### config.mk
export PLATFORM = sky130hd
export DESIGN_NAME = disp_hms
export DESIGN_NICKNAME = d
export VERILOG_FILES = /design/src/rtl/disp_hms.sv
export SDC_FILE = /design/constraint.sdc
export NUM_CORES = 1
export LEC_CHECK = 0
export BUFFER_PORTS_ARGS = -buffer_cell sky130_fd_sc_hd__clkbuf_2
export CELL_PAD_IN_SITES_DETAIL_PLACEMENT = 1
export CELL_PAD_IN_SITES_GLOBAL_PLACEMENT = 2
export CORE_MARGIN = 2
export CORE_UTILIZATION = 34
export CTS_CLUSTER_SIZE = 20
export DETAILED_ROUTE_END_ITERATION = 10
export PLACE_DENSITY = 0.81
export SLEW_MARGIN = 0
export SYNTH_ARGS = -nofsm -noshare
export SYNTH_HDL_FRONTEND = slang
export SYNTH_SLANG_ARGS = --single-unit
### constraint.sdc
create_clock -name disp_clock -period 2.6 [get_ports disp_clock]
set_input_delay 0.13 -clock disp_clock [delete_from_list [all_inputs] [get_ports disp_clock]]
set_output_delay 0.13 -clock disp_clock [all_outputs]
set_load 0.1 [all_outputs]
### src/rtl/disp_hms.sv
// Six-digit multiplexed 7-segment driver (HH.MM.SS, common anode, active-low) with per-frame snapshot.
// Optional macro DISP_LEAD_BLANK_EN blanks the segments of a leading zero hour digit.
module disp_hms #(
    parameter int SCAN_DIV     = 50000,
    parameter int BLANK_CYCLES = 2
) (
    input  logic       disp_clock,
    input  logic       disp_reset,
    input  logic       disp_enable,
    input  logic [1:0] disp_h_msd,
    input  logic [3:0] disp_h_lsd,
    input  logic [2:0] disp_m_msd,
    input  logic [3:0] disp_m_lsd,
    input  logic [2:0] disp_s_msd,
    input  logic [3:0] disp_s_lsd,
    output logic [5:0] disp_an,
    output logic [6:0] disp_seg,
    output logic       disp_dp
);

    localparam int             PW       = (SCAN_DIV > 2) ? $clog2(SCAN_DIV) : 1;
    localparam logic [PW-1:0] PRES_MAX = PW'(SCAN_DIV - 1);
    localparam logic [PW-1:0] BLANK_L  = PW'(BLANK_CYCLES);

    logic [PW-1:0]     pres;
    logic [2:0]        idx;
    logic [5:0][3:0]   snap;
    logic              pres_wrap;
    logic              frame_end;

    logic [3:0]        digit;
    logic              lead_blank;
    logic              blank;
    logic [5:0]        an_d;
    logic [6:0]        seg_d;
    logic              dp_d;

    assign pres_wrap = (pres == PRES_MAX);
    assign frame_end = pres_wrap && (idx == 3'd5);

    function automatic logic [6:0] bcd_to_seg(input logic [3:0] v);
        case (v)
            4'd0:    bcd_to_seg = 7'h40;
            4'd1:    bcd_to_seg = 7'h79;
            4'd2:    bcd_to_seg = 7'h24;
            4'd3:    bcd_to_seg = 7'h30;
            4'd4:    bcd_to_seg = 7'h19;
            4'd5:    bcd_to_seg = 7'h12;
            4'd6:    bcd_to_seg = 7'h02;
            4'd7:    bcd_to_seg = 7'h78;
            4'd8:    bcd_to_seg = 7'h00;
            4'd9:    bcd_to_seg = 7'h10;
            default: bcd_to_seg = 7'h3F;
        endcase
    endfunction

    // Scan position plus the frame snapshot; the snapshot only moves at the frame boundary so a
    // counter carry in flight can never produce a torn display.
    always_ff @(posedge disp_clock or negedge disp_reset) begin
        if (!disp_reset) begin
            pres <= '0;
            idx  <= 3'd0;
            snap <= '0;
        end else begin
            if (pres_wrap) begin
                pres <= '0;
                idx  <= (idx == 3'd5) ? 3'd0 : idx + 3'd1;
            end else begin
                pres <= pres + PW'(1);
            end
            if (frame_end) begin
                snap <= {{2'b00, disp_h_msd}, disp_h_lsd,
                         {1'b0,  disp_m_msd}, disp_m_lsd,
                         {1'b0,  disp_s_msd}, disp_s_lsd};
            end
        end
    end

    always_comb begin
        digit = 4'd0;
        case (idx)
            3'd0:    digit = snap[0];
            3'd1:    digit = snap[1];
            3'd2:    digit = snap[2];
            3'd3:    digit = snap[3];
            3'd4:    digit = snap[4];
            3'd5:    digit = snap[5];
            default: digit = 4'd0;
        endcase
    end

`ifdef DISP_LEAD_BLANK_EN
    assign lead_blank = (idx == 3'd5) && (snap[5] == 4'd0);
`else
    assign lead_blank = 1'b0;
`endif

    // Leading part of every slot keeps all anodes off so the previous digit does not ghost.
    assign blank = !disp_enable || (pres < BLANK_L);

    always_comb begin
        an_d  = 6'h3F;
        seg_d = 7'h7F;
        dp_d  = 1'b1;
        if (!blank) begin
            an_d  = ~(6'b000001 << idx);
            seg_d = lead_blank ? 7'h7F : bcd_to_seg(digit);
            dp_d  = !((idx == 3'd2) || (idx == 3'd4));
        end
    end

    always_ff @(posedge disp_clock or negedge disp_reset) begin
        if (!disp_reset) begin
            disp_an  <= 6'h3F;
            disp_seg <= 7'h7F;
            disp_dp  <= 1'b1;
        end else begin
            disp_an  <= an_d;
            disp_seg <= seg_d;
            disp_dp  <= dp_d;
        end
    end

endmodule

==> impl_metrics.env <==
export IMPL_outcome="completed"
export IMPL_cts_tree="built"
export IMPL_postLayoutCoreUtil_pct=41.3
export IMPL_cp_num_buf_inv=1
export IMPL_synthTopCellsByArea="dfrtp_1 (38%), dfstp_2 (14%), mux2_4 (12%)"
export IMPL_crit_path_frequent_cell="ha_1"
export IMPL_numCtsBuffers=5
export IMPL_cpMaxStageDelayCell="dfrtp_1"
export IMPL_finalHoldViolCount=0
export IMPL_cts_htree_levels=2
export IMPL_tightest_slew_ns=0.675
export IMPL_worstSetupPathType="reg2reg"
export IMPL_p_leak_nw=1.40
export IMPL_cts_sinks=53
export IMPL_grt_usage_pct=14.4
export IMPL_cap_violations=0
export IMPL_grt_pass1_wl_mm=9.41
export IMPL_max_slew_margin_pct=54.8
export IMPL_whs_path_depth=2
export IMPL_drc_errors=0
export IMPL_synthCells=212
export IMPL_period_needed_ns=2.39
export IMPL_hold_start="disp_s_msd[2]"
export IMPL_crit_path_end_kind="register"
export IMPL_synth_seq_cells=53
export IMPL_yosys_warnings=0
export IMPL_fin_crit_sh_pct=91.9
export IMPL_fmax_mhz=419
export IMPL_rsz0062_at_grt="no"
export IMPL_ant_nets=0
export IMPL_synth_edff_count=0
export IMPL_setup_violations_final=0
export IMPL_pwr_density_cell_mw_per_mm2=517
export IMPL_synth_top_area_share_pct=38.0
export IMPL_startpoint_type="register"
export IMPL_rrSetupSlack_ns=0.21
export IMPL_fin_cells=357
export IMPL_avgSynthCellArea_sq_um=12.1
export IMPL_drt_iter0_markers=29
export IMPL_rows=31
export IMPL_drt_pass1_iterations=3
export IMPL_ir_worst_vdd_mv=0.177
export IMPL_hpwl_mm=4.15
export IMPL_core_sq_mm=0.00729
export IMPL_preCtsSetupSlack_ns=0.239
export IMPL_hp_class="in2reg"
export IMPL_cts_clk_slew_worst_paths_ns=0.10
export IMPL_synth_largest_area_cell="dfrtp_1"
export IMPL_overflow=0
export IMPL_clock_tree_root_cell="clkbuf_8"
export IMPL_syn_to_final_growth_pct=17.5
export IMPL_start_util_pct=35.2
export IMPL_setup_ws_ns=0.211
export IMPL_rr_startpoint="idx[0]"
export IMPL_syn_cell_area_sq_mm=0.00256
export IMPL_final_cell_mix="dfrtp_1 (39), clkbuf_2 (36), mux2_4 (20)"
export IMPL_ff2ff_path_depth=8
export IMPL_die_area_sq_mm=0.00825
export IMPL_critPathRequiredTime_ns=2.84
export IMPL_antenna_found_initial=0
export IMPL_io_buffers=36
export IMPL_placed_cells=348
export IMPL_vias=1711
export IMPL_p_total_mw=1.56
export IMPL_crit_path_cell_trace="and2_1 -> ha_1 -> a32o_1 -> a221o_1 -> inv_1 -> ha_1 -> or3_1 -> a31o_2"
export IMPL_mostFrequentLayoutCell="dfrtp_1"
export IMPL_num_antenna_cells=0
export IMPL_drv_slew=0
export IMPL_fin_worst_skew_ns=0.00936
export IMPL_synthFlopType="dfrtp_1"
export IMPL_synth_cell_types=41
export IMPL_clock_path_buffers=2
export IMPL_cts_resized=0
export IMPL_fp_dieH_um=90.9
export IMPL_grt_pass1_vias=1871
export IMPL_grt_max_degree=32
export IMPL_avgViaCountPerCell=4.79
export IMPL_syn_nets=242
export IMPL_worstSkewPairLatency_ns=0.30
export IMPL_pin_count=37
export IMPL_fillers=842
export IMPL_final_net_count=287
export IMPL_gp_congestion=0.800
export IMPL_register_area_sq_mm=0.00134
export IMPL_multi_input_area_sq_mm=0.00114
export IMPL_wl_mm=5.44
export IMPL_min_to="snap[6]"
export IMPL_crit_start="idx[0]"
export IMPL_worstPathArrival_ns=2.63
export IMPL_slowest_delay_ns=0.39
export IMPL_crit_family="compound AO/OA/AOI/OAI gates"
export IMPL_ys_async_sr_fraction_pct=100
export IMPL_rr_endpoint="disp_seg[3]"
export IMPL_fin_setup_tns_ns=0
export IMPL_drive_above_1_share_pct=37.2
export IMPL_yosysSeqAreaShare_pct=52.4
export IMPL_die_w_um=90.9
export IMPL_crit_fanout=4
export IMPL_wl_per_cell_um=15.2
## routing by layer
metal  routed length (um)  GRT usage [%]  vias up
met1                 2540           18.8      854
met3                  149           2.67        5
li1                     -              -      826
met4                   63           5.18        0
met5                    0              0        -
met2                 2690           24.0       26
## flip-flops by register name, summed over array words and instances, names as in the netlist
| signal | count |
|---|---|
| idx | 3 |
| pres | 16 |
| disp_an | 6 |
| disp_dp | 1 |
| snap | 20 |
| disp_seg | 7 |
## how the worst max path moves through the flow
stage / end / slack (ns) / cells after the start
2_1_floorplan: disp_seg[3] / 0.05 / 9
6_report: disp_seg[3] / 0.21 / 8
5_1_grt: disp_seg[3] / 0.10 / 8
3_5_place_dp: disp_seg[3] / 0.24 / 8
4_1_cts: disp_seg[3] / 0.21 / 8
3_3_place_gp: disp_seg[3] / 0.33 / 8
## cells in the mapped netlist, types with 2 or more instances
cell type,count
mux2_2,2
mux2_4,20
ha_1,7
buf_2,3
mux2i_1,4
or3_1,4
nand4_1,3
nor3_1,3
nand3b_1,5
dfstp_2,14
a21o_1,3
nor4_1,3
nand2_1,13
xor2_1,4
nor2_1,18
o21ai_0,7
inv_1,9
a21oi_1,4
and2_1,2
a31o_2,4
dfrtp_1,39
xnor2_1,10
nand3_1,6
nor2b_1,2
and3_1,2
nor3b_1,2
a32o_1,3
o21a_1,2
buf_6,2
## cell families after synthesis
kind of cell    synth area share [%]
compound gates                  7.37
xor+xnor                        4.78
fa+ha+maj                       3.41
buf+inv                         3.22
flops                           52.4
mux                             14.1
simple gates                    14.7
## where the power goes
part | internal (mW) | switching, mW | leakage (nW)
Combinational | 0.0619 | 0.112 | 0.709
Sequential | 0.854 | 0.0139 | 0.632
Clock | 0.246 | 0.271 | 0.0549
## metrics by stage
step                instance area, sq um  hold WS (ns)
finish                              3010        0.0478
detailed placement                  2900         0.180
floorplan                           2570        -0.166
CTS                                 3010        0.0329
global placement                    2900         0.172
global route                        3010        0.0264
## repair_timing
| item | CTS | global route |
|---|---|---|
| hold endpoints to repair | 13 | 0 |
| setup buffers | 0 | 0 |
| hold buffers | 1 | 0 |
## final cells by class
type,count,area share [%]
inverter,9,1.12
sequential,53,44.6
clock buffer,7,3.20
tap,99,4.11
multi-input combinational,143,38.0
timing repair buffer,45,8.72
clock inverter,1,0.291
Note: power is estimated with default switching activity, not from simulation.
